==> config.mk <==
export PLATFORM = sky130hd
export DESIGN_NAME = hazard_unit_flat
export DESIGN_NICKNAME = d
export VERILOG_FILES = /design/src/rtl/hazard_unit_if.sv /design/src/rtl/hazard_unit.sv /design/src/flat_wrapper.sv
export SDC_FILE = /design/constraint.sdc
export NUM_CORES = 1
export LEC_CHECK = 0
export CAP_MARGIN = 10
export CORE_MARGIN = 1
export CORE_UTILIZATION = 50
export CTS_CLUSTER_SIZE = 12
export DETAILED_ROUTE_END_ITERATION = 8
export MAX_ROUTING_LAYER = met4
export PLACE_DENSITY = 0.83
export SYNTH_ARGS = -nofsm -noshare
export SYNTH_HDL_FRONTEND = slang
export SYNTH_SLANG_ARGS = --single-unit
==> constraint.sdc <==
create_clock -name i_clock -period 3.1 [get_ports i_clock]
set_input_delay 0.62 -clock i_clock [delete_from_list [all_inputs] [get_ports i_clock]]
set_output_delay 0.62 -clock i_clock [all_outputs]
set_load 0.01 [all_outputs]
==> src/rtl/hazard_unit_if.sv <==
// -----------------------------------------------------------------------------
// hazard_unit_if
// Bundles the ID-stage decode inputs, the EX branch-taken strobe and all of the
// interlock/flush/bypass outputs exchanged between the pipeline and hazard_unit.
//
//   id_valid         IFID holds a real instruction
//   id_op            IFID_IR[15:12]
//   id_rs/rt/rd      IFID_IR[11:10] / [9:8] / [7:6]
//   ex_branch_taken  branch in EX resolved taken
//   pc_write         PC loads NextPC
//   ifid_write       IFID loads the fetched instruction
//   idex_bubble      IDEX loads all-zero control
//   ifid_flush       IFID loads 16'h0000
//   fwd_a / fwd_b    ALU operand source: 00 = IDEX_RD, 01 = EX ALUOut
//   state            00 RUN, 01 STALL, 10 FLUSH
//   stall_count      saturating count of hazard-stall cycles
//
// master = pipeline side, slave = hazard_unit.
// -----------------------------------------------------------------------------
interface hazard_unit_if;
    logic        id_valid;
    logic [3:0]  id_op;
    logic [1:0]  id_rs;
    logic [1:0]  id_rt;
    logic [1:0]  id_rd;
    logic        ex_branch_taken;
    logic        pc_write;
    logic        ifid_write;
    logic        idex_bubble;
    logic        ifid_flush;
    logic [1:0]  fwd_a;
    logic [1:0]  fwd_b;
    logic [1:0]  state;
    logic [15:0] stall_count;

    modport master (
        output id_valid, id_op, id_rs, id_rt, id_rd, ex_branch_taken,
        input  pc_write, ifid_write, idex_bubble, ifid_flush,
               fwd_a, fwd_b, state, stall_count
    );

    modport slave (
        input  id_valid, id_op, id_rs, id_rt, id_rd, ex_branch_taken,
        output pc_write, ifid_write, idex_bubble, ifid_flush,
               fwd_a, fwd_b, state, stall_count
    );
endinterface

==> src/rtl/hazard_unit.sv <==
// -----------------------------------------------------------------------------
// hazard_unit
// Pipeline interlock and branch-squash controller for the 3-stage IF/ID/EX CPU.
// Decodes the instruction in IFID, tracks pending register writebacks in a
// per-register down-counter scoreboard, stalls PC/IFID and bubbles IDEX on a
// RAW hazard, and flushes IFID when the branch in EX is taken.
//
// Ports:
//   i_clock  pipeline clock; all state changes on the falling edge
//   i_reset  asynchronous, active-high
//   hz       hazard_unit_if.slave (decode inputs, control outputs)
//
// Parameters:
//   WB_LAT    cycles from a producer entering EX until its result is readable
//             from the register file (1..3)
//   LW_EXTRA  extra pending cycles for LW
//
// Optional feature macro: HAZARD_FWD_EN
//   defined   : a producer currently in EX (counter == WB_LAT) is bypassed via
//               fwd_x = 01; only an LW still in its extra cycles stalls; older
//               pending writes come from the register-file write path.
//   undefined : fwd_a = fwd_b = 00 and every pending source stalls.
//
// state | meaning
// ------+----------------------------------------------------------------
// RUN   | normal issue; hazards checked every cycle
// STALL | ID instruction held on a RAW hazard; IDEX receiving bubbles
// FLUSH | IFID holds the squashed nop; hazard checking suppressed
// -----------------------------------------------------------------------------
module hazard_unit #(
    parameter int WB_LAT   = 2,
    parameter int LW_EXTRA = 1
) (
    input  logic          i_clock,
    input  logic          i_reset,
    hazard_unit_if.slave  hz
);

    localparam int CNT_MAX = WB_LAT + LW_EXTRA;
    // counters sized to hold the longest (LW) pending window
    localparam int CW = (CNT_MAX < 2) ? 1 : $clog2(CNT_MAX + 1);
    localparam logic [CW-1:0] C_WB = CW'(WB_LAT);
    localparam logic [CW-1:0] C_LW = CW'(CNT_MAX);

    typedef enum logic [1:0] {
        ST_RUN   = 2'b00,
        ST_STALL = 2'b01,
        ST_FLUSH = 2'b10
    } state_t;

    state_t                r_state;
    state_t                w_state_nxt;
    logic [3:0][CW-1:0]    r_sb;        // entry 0 is $0 and stays zero
    logic [15:0]           r_stall_count;

    logic                  w_rd_rs;
    logic                  w_rd_rt;
    logic                  w_dst_en;
    logic [1:0]            w_dst;
    logic                  w_is_lw;
    logic [CW-1:0]         w_cnt_rs;
    logic [CW-1:0]         w_cnt_rt;
    logic                  w_blk_rs;
    logic                  w_blk_rt;
    logic                  w_fwd_rs;
    logic                  w_fwd_rt;
    logic                  w_hazard;
    logic                  w_issue;

    // ---------------- decode ----------------
    always_comb begin
        w_rd_rs  = 1'b0;
        w_rd_rt  = 1'b0;
        w_dst_en = 1'b0;
        w_dst    = 2'd0;
        w_is_lw  = 1'b0;
        case (hz.id_op)
            4'b0000, 4'b0001, 4'b0010, 4'b0011, 4'b0111: begin
                w_rd_rs  = 1'b1;
                w_rd_rt  = 1'b1;
                w_dst_en = 1'b1;
                w_dst    = hz.id_rd;
            end
            4'b0110, 4'b1000, 4'b1001: begin
                w_rd_rs = 1'b1;
                w_rd_rt = 1'b1;
            end
            4'b0100: begin
                w_rd_rs  = 1'b1;
                w_dst_en = 1'b1;
                w_dst    = hz.id_rt;
            end
            4'b0101: begin
                w_rd_rs  = 1'b1;
                w_dst_en = 1'b1;
                w_dst    = hz.id_rt;
                w_is_lw  = 1'b1;
            end
            default: ;
        endcase
        // $0 is hard-wired, so a write to it never becomes pending
        if (w_dst == 2'd0)
            w_dst_en = 1'b0;
    end

    assign w_cnt_rs = r_sb[hz.id_rs];
    assign w_cnt_rt = r_sb[hz.id_rt];

`ifdef HAZARD_FWD_EN
    // above WB_LAT only an LW in its extra cycles; at WB_LAT the producer is in EX
    assign w_blk_rs = w_rd_rs && (w_cnt_rs > C_WB);
    assign w_blk_rt = w_rd_rt && (w_cnt_rt > C_WB);
    assign w_fwd_rs = w_rd_rs && (w_cnt_rs == C_WB);
    assign w_fwd_rt = w_rd_rt && (w_cnt_rt == C_WB);
`else
    assign w_blk_rs = w_rd_rs && (w_cnt_rs != '0);
    assign w_blk_rt = w_rd_rt && (w_cnt_rt != '0);
    assign w_fwd_rs = 1'b0;
    assign w_fwd_rt = 1'b0;
`endif

    assign w_hazard = hz.id_valid && (r_state != ST_FLUSH) && (w_blk_rs || w_blk_rt);
    assign w_issue  = hz.id_valid && !w_hazard && !hz.ex_branch_taken;

    // ---------------- combinational control outputs ----------------
    always_comb begin
        hz.pc_write    = 1'b1;
        hz.ifid_write  = 1'b1;
        hz.idex_bubble = 1'b0;
        hz.ifid_flush  = 1'b0;
        hz.fwd_a       = 2'b00;
        hz.fwd_b       = 2'b00;
        // reset forces the idle pattern even while a branch strobe is present
        if (!i_reset) begin
            if (hz.ex_branch_taken) begin
                hz.ifid_flush  = 1'b1;
                hz.idex_bubble = 1'b1;
            end else if (w_hazard) begin
                hz.pc_write    = 1'b0;
                hz.ifid_write  = 1'b0;
                hz.idex_bubble = 1'b1;
            end else begin
                if (w_issue && w_fwd_rs)
                    hz.fwd_a = 2'b01;
                if (w_issue && w_fwd_rt)
                    hz.fwd_b = 2'b01;
            end
        end
    end

    // ---------------- FSM ----------------
    always_comb begin
        w_state_nxt = r_state;
        if (hz.ex_branch_taken)
            w_state_nxt = ST_FLUSH;
        else begin
            case (r_state)
                ST_RUN:   w_state_nxt = w_hazard ? ST_STALL : ST_RUN;
                ST_STALL: w_state_nxt = w_hazard ? ST_STALL : ST_RUN;
                ST_FLUSH: w_state_nxt = ST_RUN;
                default:  w_state_nxt = ST_RUN;
            endcase
        end
    end

    always_ff @(negedge i_clock or posedge i_reset) begin
        if (i_reset)
            r_state <= ST_RUN;
        else
            r_state <= w_state_nxt;
    end

    // ---------------- scoreboard ----------------
    always_ff @(negedge i_clock or posedge i_reset) begin
        if (i_reset) begin
            r_sb <= '0;
        end else begin
            r_sb[0] <= '0;
            for (int i = 1; i < 4; i++) begin
                // a new issue to the same register wins over the decrement
                if (w_issue && w_dst_en && (w_dst == 2'(i)))
                    r_sb[i] <= w_is_lw ? C_LW : C_WB;
                else if (r_sb[i] != '0)
                    r_sb[i] <= r_sb[i] - 1'b1;
            end
        end
    end

    // ---------------- stall counter ----------------
    always_ff @(negedge i_clock or posedge i_reset) begin
        if (i_reset)
            r_stall_count <= 16'h0000;
        else if (w_hazard && !hz.ex_branch_taken && (r_stall_count != 16'hFFFF))
            r_stall_count <= r_stall_count + 16'h0001;
    end

    assign hz.state       = r_state;
    assign hz.stall_count = r_stall_count;

endmodule

==> src/flat_wrapper.sv <==
// flat-port wrapper written by rule: the top's interface ports become plain ports
module hazard_unit_flat 
#(
    parameter int WB_LAT   = 2,
    parameter int LW_EXTRA = 1
)
  (i_clock, i_reset, hz_id_valid, hz_id_op, hz_id_rs, hz_id_rt, hz_id_rd, hz_ex_branch_taken, hz_pc_write, hz_ifid_write, hz_idex_bubble, hz_ifid_flush, hz_fwd_a, hz_fwd_b, hz_state, hz_stall_count);
  hazard_unit_if hz_i ();
  input  logic i_clock;
  input  logic i_reset;
  input wire logic [$bits(hz_i.id_valid)-1:0] hz_id_valid;
  input wire logic [$bits(hz_i.id_op)-1:0] hz_id_op;
  input wire logic [$bits(hz_i.id_rs)-1:0] hz_id_rs;
  input wire logic [$bits(hz_i.id_rt)-1:0] hz_id_rt;
  input wire logic [$bits(hz_i.id_rd)-1:0] hz_id_rd;
  input wire logic [$bits(hz_i.ex_branch_taken)-1:0] hz_ex_branch_taken;
  output wire logic [$bits(hz_i.pc_write)-1:0] hz_pc_write;
  output wire logic [$bits(hz_i.ifid_write)-1:0] hz_ifid_write;
  output wire logic [$bits(hz_i.idex_bubble)-1:0] hz_idex_bubble;
  output wire logic [$bits(hz_i.ifid_flush)-1:0] hz_ifid_flush;
  output wire logic [$bits(hz_i.fwd_a)-1:0] hz_fwd_a;
  output wire logic [$bits(hz_i.fwd_b)-1:0] hz_fwd_b;
  output wire logic [$bits(hz_i.state)-1:0] hz_state;
  output wire logic [$bits(hz_i.stall_count)-1:0] hz_stall_count;
  assign hz_i.id_valid = hz_id_valid;
  assign hz_i.id_op = hz_id_op;
  assign hz_i.id_rs = hz_id_rs;
  assign hz_i.id_rt = hz_id_rt;
  assign hz_i.id_rd = hz_id_rd;
  assign hz_i.ex_branch_taken = hz_ex_branch_taken;
  assign hz_pc_write = hz_i.pc_write;
  assign hz_ifid_write = hz_i.ifid_write;
  assign hz_idex_bubble = hz_i.idex_bubble;
  assign hz_ifid_flush = hz_i.ifid_flush;
  assign hz_fwd_a = hz_i.fwd_a;
  assign hz_fwd_b = hz_i.fwd_b;
  assign hz_state = hz_i.state;
  assign hz_stall_count = hz_i.stall_count;
  hazard_unit #(.WB_LAT(WB_LAT), .LW_EXTRA(LW_EXTRA)) u_core (.i_clock(i_clock), .i_reset(i_reset), .hz(hz_i));
endmodule
* Word-level counts from Yosys, hierarchy flattened
Cells that the tools add are included.
** Word-level totals
- Register bits :: 24
- Input port bits :: 14
- Word-level logic and storage cells :: 86
** Operators by class
- Add/subtract/negate cells :: 4
- Magnitude comparators :: 2
- Eq/ne operators :: 15
- Multiplexer cells :: 28
- Reduce and logical (&&, ||, !) cells :: 32
** Operator list (number)
- two-way mux 2 bit :: 10
- adder 16 x 1 -> 16 bit, second input constant :: 1
- equality test 4 x 3 -> 1 bit, second input constant :: 4
- inequality test 16 bit, second input constant :: 1
- nonzero test 2 bit :: 8
- two-way mux 1 bit :: 15
- logical AND 1 bit :: 12
- OR reduction 10 bit :: 1
- binary-select mux 2 bit (select 2 bit) :: 2
- equality test 4 x 2 -> 1 bit, second input constant :: 2
- equality test 4 bit, second input constant :: 2
- OR reduction 8 bit :: 1
- OR reduction 7 bit :: 1
- < comparator 2 x 3 -> 1 bit, second input constant :: 2
- subtractor 2 x 1 -> 2 bit, second input constant :: 3
- OR reduction 5 bit :: 1
- equality test 2 x 1 -> 1 bit, second input constant :: 2
- equality test 2 bit, second input constant :: 2
- equality test 4 x 1 -> 1 bit, second input constant :: 1
- zero test 2 bit :: 2
- zero test 4 bit :: 1
- one-hot mux 2 bit (2 select lines) :: 1
- OR reduction 2 bit :: 2
- zero test 1 bit :: 2
- other kinds (2) :: 2

* Logic depth before layout (Yosys ltp)
- Depth after elaboration :: 12
- Mapped depth :: 7
- Depth with buffers taken out :: 6

==> results.txt <==
* Result of the run: finished, violations left
- Violated checks: setup timing
- Leaving out fill and tap cells, the most frequent cells in the layout are 44 x sky130_fd_sc_hd__buf_4, 24 x sky130_fd_sc_hd__dfrtn_1, 18 x sky130_fd_sc_hd__buf_6, 18 x sky130_fd_sc_hd__buf_2, 14 x sky130_fd_sc_hd__xor2_1.
- The number of placed instances, taps included, is 239.
- Max-Cap Viols: 0
- Gr ovfl total: 0
* Clock tree from TritonCTS: built
* Smallest setup slack after layout: -0.9407 ns
- The number of antenna diodes in the final layout is 0.
* Starting density of the core: 0.5222
- The congestion estimate from routability-driven global placement came to 0.9353.
- For this design, the CTS-stage hold fixing added 0 buffers.
- Arrival time reported for the critical path endpoint: 3.42 ns
- Final HPWL from detailed placement: 2650 microns
- For this run, the number of Yosys warnings is 0.
- The first global-routing pass estimated 9666 microns of wire.
* Tot GR Track Use: 0.4297
- Area of the mapped netlist: 0.001428 sq mm
* Kind of end point of the critical path: primary output
- After clock tree synthesis, the clock-pin slew on the worst setup and hold paths is 0.10 ns.
* Boundary pin count: 40
* Sequential fraction of design power: 0.317
- Largest voltage drop on the vdd net: 614.7 uV
* Maximum count of clock buffers along a single path: 2
- Data required time at the worst endpoint: 2.48 ns
- Of the total power, the share spent switching nets is 0.3699.
* Number of global-route vias before repair: 1754
- The share of the Yosys chip area taken by registers is 0.4207.
- Clock latency of the later-clocked register in the worst-skew pair: 0.33 ns
* Endpoints failing hold: 0
- Nets: 257
- Grouping stages by cell kind, the critical path spends the most delay in compound AO/OA/AOI/OAI gates.
- Maximum fanout encountered on the critical timing path: 3
- Setup total negative slack on the finished layout was measured at -12.87 ns.
- After synthesis, the netlist uses 41 different library cells.
- DR vias/cell: 6.558
- OpenSTA, run right after detailed placement, puts the worst setup slack at -1.062 ns.
* Maximum number of pins on one net before global-route repair: 25
* Count of endpoints failing setup in the final report: 31
- The die is 55.44 microns tall.
* Rel. slew slack: 0.3531
* Area inside the core boundary: 0.002734 sq mm
- CTS built an H-tree with a depth of 1.
- Initial detailed-routing violation count: 147
* Area of the die: 0.003073 sq mm
- In this run the core area contains 19 standard-cell rows.
- The analysis attributes to cell leakage a power of 1.216 nW.
* Horiz. Die Dim: 55.44 microns
- Number of buffers created by CTS: 3
* Cell with the largest stage delay on the worst path: sky130_fd_sc_hd__dfrtn_1
- Of the cells placed in the final design, the portion with a size suffix greater than 1 is 0.5252.
- Counting flops and latches in the post-synthesis netlist gives 24.
- In this run the remaining antenna-violating nets after routing total 0.
* Leading cell type in the layout, fill and taps excluded: sky130_fd_sc_hd__buf_4
- Measured on the finished design, the core utilization comes to 0.9373.
- List of cells traversed by the critical path: o21a_1 -> o2111a_1 -> a22oi_2 -> buf_4 -> buf_6 -> a21oi_2 -> buf_2
* Synthesized instance count: 144
* Average instance area after synthesis: 9.914 sq um
- After detailed routing, the number of remaining DRC violations is 0.
- Leaving out filler cells and counting taps, the final layout contains 269.
- Largest stage delay, worst path: 0.40 ns
- Worst setup skew after layout: 0.002205 ns
- Across all layers, the routed design uses 1764 vias.
- Total power: 0.001412 W
- Slew @ Worst Pin: 0.9681 ns
* RSZ-0062 raised after global routing: true
- Number of antenna violations at the first check in global routing: 0
- Total Routed Length: 6546 microns
* Count of input and output buffers: 35
- The share of total power dissipated in combinational logic is 0.508.
- Internal Power: 0.0008895 W
* Sw power: 0.0005222 W
- The worst setup path is launched from a flip-flop.
* Worst Path Class, Setup: flip-flop to primary output
- CTS placed an instance of sky130_fd_sc_hd__clkbuf_4 at the clock tree root.
- Relative to the synthesized area, the layout overhead comes to 79.49%.
- The final number of max-transition violations came to 0.
* Buffers and inverters on the worst path: 3
* Clock tree sinks: 24
* Iteration count of the initial detailed-routing pass: 5
- Power per cell area: 550.9 mW/mm^2
* Clock group share of total power: 0.176
* Average wire per cell in the routed design: 24.33 microns
- Worst min path class: flip-flop to flip-flop
[synth_stat cells]
| master | instances | area [sq um] |
|---|---|---|
| sky130_fd_sc_hd__or4_4 | 1 | 11.26 |
| sky130_fd_sc_hd__conb_1 | 1 | 3.750 |
| sky130_fd_sc_hd__xor2_1 | 14 | 122.6 |
| sky130_fd_sc_hd__nand4b_1 | 3 | 26.28 |
| sky130_fd_sc_hd__buf_4 | 5 | 37.54 |
| sky130_fd_sc_hd__o211ai_1 | 3 | 22.52 |
| sky130_fd_sc_hd__nor2_1 | 5 | 18.77 |
| sky130_fd_sc_hd__nor2_4 | 1 | 11.26 |
| sky130_fd_sc_hd__nand2_1 | 7 | 26.28 |
| sky130_fd_sc_hd__or3_1 | 4 | 25.02 |
| sky130_fd_sc_hd__nor3_1 | 10 | 50.05 |
| sky130_fd_sc_hd__a21oi_1 | 1 | 5.000 |
| sky130_fd_sc_hd__nor4b_1 | 2 | 17.52 |
| sky130_fd_sc_hd__buf_2 | 3 | 15.01 |
| sky130_fd_sc_hd__o2111a_1 | 2 | 22.52 |
| sky130_fd_sc_hd__a31oi_1 | 2 | 12.51 |
| sky130_fd_sc_hd__a32o_1 | 1 | 10.01 |
| sky130_fd_sc_hd__nor3b_1 | 1 | 7.510 |
| sky130_fd_sc_hd__mux2_2 | 1 | 11.26 |
| sky130_fd_sc_hd__nor4_1 | 6 | 37.54 |
| sky130_fd_sc_hd__inv_1 | 9 | 33.78 |
| sky130_fd_sc_hd__o211a_1 | 1 | 10.01 |
| sky130_fd_sc_hd__dfrtn_1 | 24 | 600.6 |
| sky130_fd_sc_hd__o21ai_0 | 1 | 5.000 |
| sky130_fd_sc_hd__o21a_1 | 2 | 15.01 |
| sky130_fd_sc_hd__a22o_1 | 1 | 8.760 |
| sky130_fd_sc_hd__nand3b_1 | 2 | 15.01 |
| sky130_fd_sc_hd__ha_1 | 4 | 50.05 |
| sky130_fd_sc_hd__a21bo_2 | 1 | 10.01 |
| sky130_fd_sc_hd__nand4_1 | 4 | 25.02 |
| sky130_fd_sc_hd__nand3_2 | 2 | 20.02 |
| sky130_fd_sc_hd__nor2b_1 | 2 | 12.51 |
| sky130_fd_sc_hd__xnor2_1 | 4 | 35.03 |
| sky130_fd_sc_hd__nand2b_1 | 1 | 6.260 |
| sky130_fd_sc_hd__and3_1 | 1 | 6.260 |
| sky130_fd_sc_hd__a22oi_1 | 3 | 22.52 |
| sky130_fd_sc_hd__nor3_2 | 1 | 10.01 |
| sky130_fd_sc_hd__mux2i_1 | 1 | 10.01 |
| sky130_fd_sc_hd__nand3_1 | 5 | 25.02 |
| sky130_fd_sc_hd__clkbuf_1 | 1 | 3.750 |
| sky130_fd_sc_hd__o2bb2ai_1 | 1 | 8.760 |
[power by group through the flow]
stage | logic, W | clock network [W] | registers (W)
floorplan | 0.000263 | 0 | 0.000466
global placement | 0.000490 | 0 | 0.000440
detailed placement | 0.000521 | 0 | 0.000443
CTS | 0.000624 | 0.000235 | 0.000436
global route | 0.000754 | 0.000253 | 0.000448
finish | 0.000717 | 0.000248 | 0.000447
[metrics by stage]
step | hold WS [ns] | cell area, sq um
floorplan | 0.4493 | 1479
global placement | 0.4527 | 2077
detailed placement | 0.4624 | 2077
CTS | 0.4899 | 2459
global route | 0.5301 | 2562
finish | 0.5207 | 2562
[worst register-to-register path: stages, from the launching register on]
cell and delay, ns:
sky130_fd_sc_hd__dfrtn_1 0.45, sky130_fd_sc_hd__buf_4 0.12, sky130_fd_sc_hd__buf_4 0.09, sky130_fd_sc_hd__buf_4 0.13, sky130_fd_sc_hd__nand4_1 0.19, sky130_fd_sc_hd__or4_4 0.49, sky130_fd_sc_hd__nor2_4 0.78, sky130_fd_sc_hd__nor3_4 0.09
sky130_fd_sc_hd__mux2_4 0.33
[layer usage]
metal	wire length [microns]	track usage	vias up
met5	0	-	-
met4	411	0.2179	0
met3	636	0.04215	51
met2	3185	0.7212	178
met1	2312	0.5145	832
li1	-	-	703
[registers in the layout, summed over array words and instances (netlist names)]
name	flops
u_core.hz.stall_count	16
u_core.hz.state	2
u_core.r_sb	6
[path summary, 6_finish.rpt]
kind                                                start                   endpoint  slack [ns]  cells past startpoint
worst max-delay path                       u_core.r_sb[3]             hz_idex_bubble       -0.94                      7
worst min-delay path                       u_core.r_sb[7]             u_core.r_sb[7]        0.52                      2
worst max register to register  u_core.hz.stall_count[10]   u_core.hz.stall_count[1]        0.29                      8
min in group asynchronous                         i_reset         u_core.hz.state[1]        2.19                      3
max in group asynchronous                         i_reset  u_core.hz.stall_count[14]        0.73                      3
worst min register to register             u_core.r_sb[7]             u_core.r_sb[7]        0.52                      2
[kinds of logic (layout without fill, tap and decap cells)]
kind of cell               count (synthesis)  count (layout)  synth area share
AOI/OAI and AO/OA                         19              19            0.1069
xor gates and xnor gates                  18              18            0.1104
adders and majority gates                  4               4           0.03506
buffers and inverters                     18             109           0.06310
DFF                                       24              24            0.4207
muxes                                      2               2           0.01490
other                                      1               4          0.002627
and+or+nand+nor                           58              58            0.2463
[what timing repair did]
action | in CTS | in global routing
gates cloned | 1 | 0
endpoints found under the setup margin | 44 | 39
buffers inserted | 16 | 15
resized for setup | 173 | 19
pin swaps | 37 | 22
[layout make-up]
type                       count  area (sq um)
multi-input combinational    105         998.5
timing repair buffer          96         838.3
sequential                    24         600.6
fill                          86         171.4
tap                           31         38.79
inverter                       9         33.78
clock inverter                 1         30.03
clock buffer                   3         22.52
No activity file was read; power rests on OpenSTA's default activity.
